==> config.mk <==
export PLATFORM = sky130hd
export DESIGN_NAME = alu_op_dispatch_flat
export DESIGN_NICKNAME = d
export VERILOG_FILES = /design/src/rtl/alu_op_dispatch_if.sv /design/src/rtl/alu_op_dispatch.sv /design/src/flat_wrapper.sv
export SDC_FILE = /design/constraint.sdc
export NUM_CORES = 1
export LEC_CHECK = 0
export ABC_AREA = 1
export CORE_MARGIN = 2
export CORE_UTILIZATION = 48
export CTS_BUF_LIST = sky130_fd_sc_hd__clkbuf_4 sky130_fd_sc_hd__clkbuf_8
export DETAILED_ROUTE_END_ITERATION = 8
export PLACE_DENSITY_LB_ADDON = 0.08
export SYNTH_ARGS = -nofsm -noshare
export SYNTH_HDL_FRONTEND = slang
export SYNTH_SLANG_ARGS = --single-unit
==> constraint.sdc <==
create_clock -name clk -period 2.5 [get_ports clk]
set_clock_uncertainty 0.05 [all_clocks]
set_input_delay 0.375 -clock clk [delete_from_list [all_inputs] [get_ports clk]]
set_output_delay 0.375 -clock clk [all_outputs]
set_load 0.1 [all_outputs]
==> src/rtl/alu_op_dispatch_if.sv <==
// ---------------------------------------------------------------------------
// alu_op_dispatch_if
//  Bundles the request, unit-side and response signals of the ALU op
//  dispatcher.
//  slave  : the dispatcher view. It takes requests, drives the units and
//           produces responses.
//  master : the environment view. This covers the control path and the ALU
//           units together.
// Signals
//  req_valid / req_ready          request handshake
//  req_select [3:0]               sparse ALU select code
//  req_a / req_b [DATA_W]         operands
//  unit_start [8:0]               one-hot start pulse, bit k = unit k
//  unit_a / unit_b [DATA_W]       operands latched for the units
//  unit_done [8:0]                per-unit completion strobe
//  rsp_valid / rsp_ready          response handshake
//  rsp_unit [3:0]                 unit index 0..8, 4'hF for illegal code
//  rsp_err [1:0]                  00 ok, 01 illegal code, 10 timeout
//  busy                           dispatcher not idle
// ---------------------------------------------------------------------------
interface alu_op_dispatch_if #(
    parameter int DATA_W = 32
);
    logic              req_valid;
    logic              req_ready;
    logic [3:0]        req_select;
    logic [DATA_W-1:0] req_a;
    logic [DATA_W-1:0] req_b;
    logic [8:0]        unit_start;
    logic [DATA_W-1:0] unit_a;
    logic [DATA_W-1:0] unit_b;
    logic [8:0]        unit_done;
    logic              rsp_valid;
    logic              rsp_ready;
    logic [3:0]        rsp_unit;
    logic [1:0]        rsp_err;
    logic              busy;

    modport slave (
        input  req_valid, req_select, req_a, req_b, unit_done, rsp_ready,
        output req_ready, unit_start, unit_a, unit_b, rsp_valid, rsp_unit,
               rsp_err, busy
    );

    modport master (
        output req_valid, req_select, req_a, req_b, unit_done, rsp_ready,
        input  req_ready, unit_start, unit_a, unit_b, rsp_valid, rsp_unit,
               rsp_err, busy
    );
endinterface

==> src/rtl/alu_op_dispatch.sv <==
// ---------------------------------------------------------------------------
// alu_op_dispatch
//  This is the issue-side counterpart of the ALU result mux. The block
//  accepts one op request, which carries a sparse 4-bit select code and two
//  operands. It decodes the code to one of 9 functional units and pulses
//  that unit's start for one cycle while driving the latched operands. It
//  then waits for that unit's done strobe, or gives up after TIMEOUT cycles.
//  Finally it returns a response that carries the unit index and a status.
//  Only one op is in flight at a time.
// Parameters
//  DATA_W   operand width
//  TIMEOUT  WAIT cycles without done before a timeout response (>= 1)
// Ports
//  clk      system clock, rising edge
//  rst_n    asynchronous active-low reset
//  bus      alu_op_dispatch_if.slave. It carries the request, unit and
//           response signals.
// Every output comes straight from a flop.
// ---------------------------------------------------------------------------
module alu_op_dispatch #(
    parameter int DATA_W  = 32,
    parameter int TIMEOUT = 16
) (
    input  logic               clk,
    input  logic               rst_n,
    alu_op_dispatch_if.slave   bus
);

    localparam int CNT_W = $clog2(TIMEOUT + 1);

    typedef enum logic [1:0] {
        S_IDLE,
        S_ISSUE,
        S_WAIT,
        S_RESP
    } state_t;

    localparam logic [1:0] ERR_OK      = 2'b00;
    localparam logic [1:0] ERR_ILLEGAL = 2'b01;
    localparam logic [1:0] ERR_TIMEOUT = 2'b10;

    state_t            state;
    logic [CNT_W-1:0]  wait_cnt;
    logic [8:0]        unit_mask;   // one-hot copy of the selected unit
    logic [8:0]        start_q;
    logic [DATA_W-1:0] a_q;
    logic [DATA_W-1:0] b_q;
    logic              req_ready_q;
    logic              rsp_valid_q;
    logic [3:0]        rsp_unit_q;
    logic [1:0]        rsp_err_q;
    logic              busy_q;

    // Decode of the incoming select code.
    logic              dec_legal;
    logic [3:0]        dec_idx;
    logic [8:0]        dec_onehot;
    logic              done_hit;

    // NOTE: every signal in a combinational block gets a default first.
    // Without it, a path that does not assign the signal infers a latch.
    always_comb begin
        dec_legal = 1'b1;
        dec_idx   = 4'd0;
        case (bus.req_select)
            4'b0000: dec_idx = 4'd0;
            4'b0001: dec_idx = 4'd1;
            4'b0010: dec_idx = 4'd2;
            4'b0101: dec_idx = 4'd3;
            4'b0110: dec_idx = 4'd4;
            4'b0111: dec_idx = 4'd5;
            4'b1000: dec_idx = 4'd6;
            4'b1001: dec_idx = 4'd7;
            4'b1011: dec_idx = 4'd8;
            default: begin
                dec_legal = 1'b0;
                dec_idx   = 4'hF;
            end
        endcase
        dec_onehot = dec_legal ? (9'b1 << dec_idx) : 9'b0;
    end

    // Only the done strobe of the selected unit counts.
    assign done_hit = |(bus.unit_done & unit_mask);

    // NOTE: sequential state uses non-blocking assignments only. Every flop
    // then sees the values from before the edge, and there is no ordering
    // race between blocks.
    always_ff @(posedge clk or negedge rst_n) begin
        if (!rst_n) begin
            state       <= S_IDLE;
            wait_cnt    <= '0;
            unit_mask   <= '0;
            start_q     <= '0;
            a_q         <= '0;
            b_q         <= '0;
            req_ready_q <= 1'b0;
            rsp_valid_q <= 1'b0;
            rsp_unit_q  <= 4'd0;
            rsp_err_q   <= ERR_OK;
            busy_q      <= 1'b0;
        end else begin
            // The start pulse lasts exactly the single ISSUE cycle.
            start_q <= '0;

            case (state)
                S_IDLE: begin
                    if (bus.req_valid && req_ready_q) begin
                        a_q         <= bus.req_a;
                        b_q         <= bus.req_b;
                        req_ready_q <= 1'b0;
                        busy_q      <= 1'b1;
                        rsp_unit_q  <= dec_idx;
                        if (dec_legal) begin
                            state     <= S_ISSUE;
                            start_q   <= dec_onehot;
                            unit_mask <= dec_onehot;
                        end else begin
                            // An illegal code skips the units entirely.
                            state       <= S_RESP;
                            unit_mask   <= '0;
                            rsp_valid_q <= 1'b1;
                            rsp_err_q   <= ERR_ILLEGAL;
                        end
                    end else begin
                        // This asserts one clock after reset release.
                        req_ready_q <= 1'b1;
                    end
                end

                S_ISSUE: begin
                    // The unit cannot be done yet, so done is not sampled
                    // here.
                    state    <= S_WAIT;
                    wait_cnt <= '0;
                end

                S_WAIT: begin
                    if (done_hit) begin
                        // A done on the expiry cycle still wins.
                        state       <= S_RESP;
                        rsp_valid_q <= 1'b1;
                        rsp_err_q   <= ERR_OK;
                    end else if (wait_cnt == CNT_W'(TIMEOUT - 1)) begin
                        state       <= S_RESP;
                        rsp_valid_q <= 1'b1;
                        rsp_err_q   <= ERR_TIMEOUT;
                    end else begin
                        wait_cnt <= wait_cnt + CNT_W'(1);
                    end
                end

                S_RESP: begin
                    // A late done from the unit is ignored here. The next
                    // request is taken no earlier than the cycle after the
                    // handshake.
                    if (bus.rsp_ready) begin
                        state       <= S_IDLE;
                        rsp_valid_q <= 1'b0;
                        busy_q      <= 1'b0;
                        req_ready_q <= 1'b1;
                    end
                end

                default: begin
                    state       <= S_IDLE;
                    rsp_valid_q <= 1'b0;
                    busy_q      <= 1'b0;
                end
            endcase
        end
    end

    assign bus.req_ready  = req_ready_q;
    assign bus.unit_start = start_q;
    assign bus.unit_a     = a_q;
    assign bus.unit_b     = b_q;
    assign bus.rsp_valid  = rsp_valid_q;
    assign bus.rsp_unit   = rsp_unit_q;
    assign bus.rsp_err    = rsp_err_q;
    assign bus.busy       = busy_q;

endmodule

==> src/flat_wrapper.sv <==
// flat-port wrapper written by rule: the top's interface ports become plain ports
module alu_op_dispatch_flat 
#(
    parameter int DATA_W  = 32,
    parameter int TIMEOUT = 16
)
  (clk, rst_n, bus_req_valid, bus_req_select, bus_req_a, bus_req_b, bus_unit_done, bus_rsp_ready, bus_req_ready, bus_unit_start, bus_unit_a, bus_unit_b, bus_rsp_valid, bus_rsp_unit, bus_rsp_err, bus_busy);
  alu_op_dispatch_if #(.DATA_W(DATA_W)) bus_i ();
  input  logic clk;
  input  logic rst_n;
  input wire logic [$bits(bus_i.req_valid)-1:0] bus_req_valid;
  input wire logic [$bits(bus_i.req_select)-1:0] bus_req_select;
  input wire logic [$bits(bus_i.req_a)-1:0] bus_req_a;
  input wire logic [$bits(bus_i.req_b)-1:0] bus_req_b;
  input wire logic [$bits(bus_i.unit_done)-1:0] bus_unit_done;
  input wire logic [$bits(bus_i.rsp_ready)-1:0] bus_rsp_ready;
  output wire logic [$bits(bus_i.req_ready)-1:0] bus_req_ready;
  output wire logic [$bits(bus_i.unit_start)-1:0] bus_unit_start;
  output wire logic [$bits(bus_i.unit_a)-1:0] bus_unit_a;
  output wire logic [$bits(bus_i.unit_b)-1:0] bus_unit_b;
  output wire logic [$bits(bus_i.rsp_valid)-1:0] bus_rsp_valid;
  output wire logic [$bits(bus_i.rsp_unit)-1:0] bus_rsp_unit;
  output wire logic [$bits(bus_i.rsp_err)-1:0] bus_rsp_err;
  output wire logic [$bits(bus_i.busy)-1:0] bus_busy;
  assign bus_i.req_valid = bus_req_valid;
  assign bus_i.req_select = bus_req_select;
  assign bus_i.req_a = bus_req_a;
  assign bus_i.req_b = bus_req_b;
  assign bus_i.unit_done = bus_unit_done;
  assign bus_i.rsp_ready = bus_rsp_ready;
  assign bus_req_ready = bus_i.req_ready;
  assign bus_unit_start = bus_i.unit_start;
  assign bus_unit_a = bus_i.unit_a;
  assign bus_unit_b = bus_i.unit_b;
  assign bus_rsp_valid = bus_i.rsp_valid;
  assign bus_rsp_unit = bus_i.rsp_unit;
  assign bus_rsp_err = bus_i.rsp_err;
  assign bus_busy = bus_i.busy;
  alu_op_dispatch #(.DATA_W(DATA_W), .TIMEOUT(TIMEOUT)) u_core (.clk(clk), .rst_n(rst_n), .bus(bus_i));
endmodule
# Word-level counts from Yosys, hierarchy flattened
# Cells that the tools add are included.
# word_totals
regBits,98
wordCells,78
output_inout_bits,82
input_bits,81
# op_classes
shift,1
add_sub_neg,1
reduce_logical,16
muxes,30
n_eq_ne,18
n_bitwise,1
# ops
operator,count
one-hot mux 4 bit (9 select lines),1
two-way mux 9 bit,3
two-way mux 2 bit,9
OR reduction 9 bit,2
equality test 4 x 3 -> 1 bit (second input constant),3
equality test 4 bit (second input constant),3
two-way mux 5 bit,2
one-hot mux 5 bit (2 select lines),1
bitwise AND 9 bit,1
two-way mux 1 bit,9
AND reduction 3 bit,3
left shift 1 x 4 -> 9 bit (first input constant),1
inequality test 2 bit (second input constant),4
one-hot mux 2 bit (4 select lines),1
nonzero test 2 bit,3
adder 5 x 1 -> 5 bit (second input constant),1
equality test 5 x 4 -> 1 bit (second input constant),1
AND reduction 5 bit,1
equality test 2 bit (second input constant),2
equality test 4 x 1 -> 1 bit (second input constant),1
equality test 4 x 2 -> 1 bit (second input constant),1
zero test 4 bit,1
one-hot mux 1 bit (2 select lines),2
one-hot mux 2 bit (2 select lines),1
other kinds (9),10

# Depth between registers and ports, before layout
# Gate-level depths: netlist of run 1.
# logic_depth
word_depth,6
ltp_mapped,9
mapped_depth_nobuf,9

# Worst setup path after synthesis of run 1
# No wires, ideal clock.
# synth_timing
path_type,reg-to-reg
startpoint,"register u_core.req_ready_q, in the netlist u_core.bus.req_ready"
endpoint,"register u_core.a_q[0], in the netlist u_core.bus.unit_a[0]"
synth_period_minus_slack_ps,2037
arrival_ps,1865
setup_ps,122
path_stages_with_launch,8
n_path_buf,2
path_slack_ps,463
t_required_ps,2328
path_cell_list,dfrtp_1 > nand2_1 > nor2_4 > inv_2 > buf_4 > buf_2 > nand2_1 > nand2_1
# synth_between
elab_chain_cells,2
# synth_rtl
item,line_no,text
from (decl),alu_op_dispatch.sv:48,logic req_ready_q;
from (signal assigned),alu_op_dispatch.sv:97,req_ready_q <= 1'b0;
from (signal assigned),alu_op_dispatch.sv:111,req_ready_q <= 1'b0;
from (signal assigned),alu_op_dispatch.sv:127,req_ready_q <= 1'b1;
logical AND 1 bit,alu_op_dispatch.sv:108,if (bus.req_valid && req_ready_q) begin
AND reduction 2 bit (no source line),-,
to (signal assigned),alu_op_dispatch.sv:109,a_q <= bus.req_a;
to (decl),alu_op_dispatch.sv:46,logic [DATA_W-1:0] a_q;
# Every way passes these cells.
# A chain may end at the register's enable or synchronous reset.

# Worst setup path in the final report of run 1
# layout_timing
startpoint,register u_core.state[1]
endpoint,"register u_core.b_q[17], in the netlist u_core.bus.unit_b[17]"
# layout_between
elab_chain_cells,2
# layout_rtl
item,line_no,text
from (decl),alu_op_dispatch.sv:42,state_t state;
from (signal assigned),alu_op_dispatch.sv:91,state <= S_IDLE;
from (signal assigned),alu_op_dispatch.sv:115,state <= S_ISSUE;
from (signal assigned),alu_op_dispatch.sv:120,state <= S_RESP;
zero test 2 bit,alu_op_dispatch.sv:106,case (state)
AND reduction 2 bit (no source line),-,
to (signal assigned),alu_op_dispatch.sv:110,b_q <= bus.req_b;
to (decl),alu_op_dispatch.sv:47,logic [DATA_W-1:0] b_q;
# Every way passes these cells.

==> metrics.txt, run 1 <==
status finished clean; busiest grt layer met2; Area Overhead vs Synth 43.9%; Syn Nets 556; top post-synthesis cells by count nand2_1, dfrtp_1, nor2_1; Remaining Overflow, GRT 0; Slew Limit Fails 0; CP max-delay cell dfrtp_1; ant diodes 0; IO Pins 163; number of global-route vias before repair 3502; vias 3558; Synth cell types 25; sequential area share after synthesis 0.610; mapped cell area 4020 um2; synth warn 0; CP max FO 40; layout cells sized above 1 0.174; fin crit share 0.787; gr usage total 0.232; CP peak stage delay 0.43 ns; # clock sinks 98; worst-skew pair later-pin latency 0.35 ns; Cell Count, Final, Fillers Out 743; setup bufs post-CTS 0; hold crit path type flop to flop; Cell Rows 33; final setup vio count 0; Clock Pin Slew Worst Setup and Hold Paths 0.09 ns; worst slew pin tran 0.518 ns; Gate Count Post-Synth 469; die area 9130 um2; FFs w/ async S/R, synth 1.00; DRT iter0 DRCs 112; crit path buf inv count 4; RSZ-0062 raised after global routing false; Mapped Avg Cell Area 8.57 um2; CTS Hold Bufs 1; vias per inst 4.79; Final Hold Fails 0; GPL Wtd Cong 0.877; placed insts 727; antenna violations before repair 0; wirelength, routed 9930 um; count leader, synth nand2_1; family with the most delay on the worst path buffers and inverters; dpl hpwl 7380 um; WS Path Type flop to flop; DR WL/cell 13.4 um; core area 8180 um2; Post-synth top flop dfrtp_1; CP arrival 2.16 ns; Period minus WS final 1.97 ns; GR Util met2 0.374; CTS buffer count 9; drt first pass iters 4; initial core utilization 0.492; Post-DRT Antenna Nets 0; Die H 95.5 um; met1 Use GR 0.290; Port Buffers 162; fmax 508 MHz; Max clock buf depth 2; post-synth top area share 0.610; H-tree levels 3; pre-CTS WS 0.496 ns; M3 GR Usage 0.0593; Clk Tree Root Cell clkbuf_8; CP required 2.70 ns; Yosys reg bits 98; first-pass GRT wire length 16300 um; dominant cell type by area after synthesis dfrtp_1; TritonCTS clock tree built; Post-synth EDFFs 0; setup TNS 0 ns; Synth area leaders dfrtp_1, nand2_1, nor2_1; post_cts resized 0; fin worst setup slack 0.533 ns; Final #Nets 721; die width 95.5 um; Post-route DRC 0; Slew HR 0.655; nature of the critical path startpoint flop; CP Capture Type flop; largest net degree at the start of global routing 61; MaxCap Viol Count 0; critical-path cell list inv_1 > ha_1 > inv_2 > nor2_4 > inv_2 > buf_4 > nand2_1 > nand2_1
state kept, by name (all words and copies together), names as in the netlist, 2 cells and up:
name                   flops
u_core.bus.rsp_err         2
u_core.wait_cnt            5
u_core.state               2
u_core.bus.unit_b         32
u_core.bus.unit_start      9
u_core.unit_mask           9
u_core.bus.rsp_unit        4
u_core.bus.unit_a         32
tightest hold or removal path: stages (launching register included):
cell and delay, ns:
dfrtp_1 0.35, nand2_1 0.05, nand2_1 0.05
through the flow:
step / hold WS [ns] / utilization / cell area [um2]
floorplan: 0.0294 / - / 4020
global placement: 0.336 / 0.679 / 5550
detailed placement: 0.334 / 0.679 / 5550
CTS: 0.431 / 0.708 / 5790
global route: 0.444 / 0.708 / 5790
finish: 0.428 / 0.708 / 5790
area by class of cell:
class	count	area, um2
Inverter	24	90.1
Sequential cell	98	2450
Timing Repair Buffer	170	1490
Clock buffer	13	166
Fill cell	650	2390
Multi-Input combinational cell	331	1400
Clock inverter	2	60.1
Tap cell	105	131
logic make-up after synthesis:
group,after synthesis,synth area share
simple gates,299,0.291
xor+xnor,2,0.00436
buf+inv,40,0.0423
flops,98,0.610
fa+ha+maj,6,0.0187
compound gates,24,0.0339
final timing paths:
path                                           start                     to  slack [ns]  cells after the start
worst max-delay path                 u_core.state[1]  u_core.bus.unit_b[17]        0.53                      8
worst min-delay path            u_core.bus.unit_b[9]   u_core.bus.unit_b[9]        0.43                      2
worst max register to register       u_core.state[1]  u_core.bus.unit_b[17]        0.53                      8
worst min register to register  u_core.bus.unit_b[9]   u_core.bus.unit_b[9]        0.43                      2
max in group asynchronous                      rst_n  u_core.bus.unit_a[30]        1.22                      3
min in group asynchronous                      rst_n  u_core.bus.unit_a[22]        0.48                      2
cell usage in the layout (no fill, tap or decap), drive strengths merged:
cell           netlist  routed
o21ai               15      15
a22oi                1       1
ha                   6       6
xor2                 2       2
dlygate4sd3          0       1
inv                 24      24
o21a                 1       1
nand2              255     255
a2bb2oi              3       3
dfrtp               98      98
nand3               10      10
nand3b               1       1
clkbuf               2      13
nor3                 1       1
and3                 1       1
bufinv               0       2
or2                  1       1
nor2                26      26
buf                 14      90
clkdlybuf4s50        0      79
nand4                4       4
a21oi                4       4
routing by layer:
metal | part of all wire | wire (um) | vias to the layer above
met1 | 0.41 | 4090 | 1650
met2 | 0.49 | 4840 | 129
met3 | 0.074 | 733 | 22
met5 | 0 | 0 | -
li1 | - | - | 1757
met4 | 0.026 | 263 | 0
Power of run 1 is not shown: default switching activity piles up to over one toggle a cycle in this logic, so the estimate is an artifact.
==> inputs of run 2 (changes only) <==
--- a/config.mk
+++ b/config.mk
@@ -7,7 +7,7 @@
 export LEC_CHECK = 0
 export ABC_AREA = 1
 export CORE_MARGIN = 2
-export CORE_UTILIZATION = 48
+export CORE_UTILIZATION = 40
 export CTS_BUF_LIST = sky130_fd_sc_hd__clkbuf_4 sky130_fd_sc_hd__clkbuf_8
 export DETAILED_ROUTE_END_ITERATION = 8
 export PLACE_DENSITY_LB_ADDON = 0.08
==> constraint.sdc (replaced) <==
create_clock -name clk -period 1.71 [get_ports clk]
set_clock_uncertainty 0.05 [all_clocks]
set_input_delay 0.2565 -clock clk [delete_from_list [all_inputs] [get_ports clk]]
set_output_delay 0.2565 -clock clk [all_outputs]
set_load 0.1 [all_outputs]
==> run 2 against run 1 <==
  * Maximum frequency up 18%
  * Utilization up 2.4 points
  * Register-to-register slack worse by 0.48 ns
  * Largest cell class is now non-clock buffers
  * Critical endpoint is now u_core.state[0]
==> metrics.txt, run 2 (same netlist as run 1, synthesis figures left out) <==
status finished clean; DRT iter0 DRCs 86; gr usage total 0.216; r2r setup slk 0.05 ns; FF-to-FF path depth 9; Area Overhead vs Synth 78.0%; TritonCTS clock tree built; largest net degree at the start of global routing 37; # clock sinks 98; vias 3619; antenna violations before repair 0; dpl hpwl 8520 um; CP max-delay cell dfrtp_1; wirelength, routed 11100 um; H-tree levels 3; die width 104 um; worst setup path end u_core.state[0]; Cell Rows 36; pre-CTS WS -0.124 ns; vias per inst 4.55; CP required 1.95 ns; die area 10900 um2; RSZ-0062 raised after global routing true; Clk Tree Root Cell clkbuf_8; initial core utilization 0.411; Remaining Overflow, GRT 0; Final Hold Fails 0; final setup vio count 0; reg2reg end u_core.state[0]; nature of the critical path startpoint flop; number of global-route vias before repair 3849; CTS buffer count 9; DR WL/cell 14.0 um; worst r2r src u_core.wait_cnt[0]; CP max FO 6; Fill cells 724; Final #Nets 746; CP arrival 1.90 ns; Post-DRT Antenna Nets 0; ant diodes 0; drt first pass iters 4; first-pass GRT wire length 18700 um; Clock Pin Slew Worst Setup and Hold Paths 0.09 ns; fin crit share 0.972; GPL Wtd Cong 0.839; most frequent cells in the layout nand2_1, dfrtp_1, buf_12; Max clock buf depth 2; Post-route DRC 0; Final Instance Area 7160 um2; core area 9770 um2; Placed Area 6860 um2; Die H 104 um; Cell Count, Final, Fillers Out 796; fin worst setup slack 0.0479 ns; crit path from u_core.wait_cnt[0]; worst slew pin tran 0.445 ns; Port Buffers 162; placed insts 777; Period minus WS final 1.66 ns; CP Capture Type flop; critical-path cell list ha_2 > and3_1 > ha_2 > nor2_2 > nand3_2 > buf_6 > nand2_4 > nand2_1 > o21ai_1; hold crit path type primary input to asynchronous set/reset pin; worst-skew pair later-pin latency 0.36 ns; most common cell after layout, fill and taps aside nand2_1; layout cells sized above 1 0.223; fmax 602 MHz; CP dominant cell by count ha_2; Slew HR 0.703; CP peak stage delay 0.41 ns; WS Path Type flop to flop; IO Pins 163; Slew Limit Fails 0; MaxCap Viol Count 0
==> run 2: cell types whose count changed in the layout (fill, tap and decap cells not counted), sizes merged <==
cell	previous run	this run
clkbuf	13	14
bufinv	2	1
buf	90	115
==> run 2: worst min path at each step <==
stage,endpoint
floorplan,u_core.bus.busy
global placement,u_core.bus.unit_start[0]
detailed placement,u_core.bus.unit_start[2]
CTS,u_core.bus.unit_start[2]
global route,u_core.bus.unit_start[2]
finish,u_core.bus.unit_start[2]
==> run 2: worst max-delay path: cells and delay by family (launching register included) <==
family,cells,cell delay (ns)
simple gates,5,0.50
flops,1,0.41
compound gates,1,0.08
buf+inv,1,0.15
fa+ha+maj,2,0.41
==> run 2: layout make-up <==
cell class,count,area [um2],area share
clock buffers,14,193,0.0269
clock inverters,1,30.0,0.00420
inverters,24,92.6,0.0129
multi-input cells,331,1440,0.201
flip-flops and latches,98,2460,0.343
well taps,133,166,0.0232
repair buffers,195,2780,0.389
==> run 2: stage by stage <==
| stage | hold slack [ns] | setup TNS, ns | util |
|---|---|---|---|
| 6_report | 0.326 | 0 | 0.732 |
| 5_1_grt | 0.335 | -0.187 | 0.732 |
| 4_1_cts | 0.332 | 0 | 0.726 |
| 3_5_place_dp | 0.185 | -0.929 | 0.701 |
| 3_3_place_gp | 0.185 | -0.0963 | 0.701 |
| 2_1_floorplan | -0.0891 | 0 | - |
==> run 2: per-layer routing <==
metal	global-route usage	up-vias	wire (um)
met1	0.238	1692	4370
met3	0.0752	11	931
li1	-	1811	-
met2	0.387	105	5670
met5	0	-	0
met4	0.0724	0	134
==> run 2: what timing repair did <==
action / 4_1_cts / 5_1_grt
setup endpoints to repair: 7 / 15
hold buffers: 1 / 0
setup buffers: 0 / 3
pin swaps: 1 / 3
resized for setup: 4 / 13
endpoints found under the hold margin: 29 / 0
Power of run 2 is left out for the same reason.
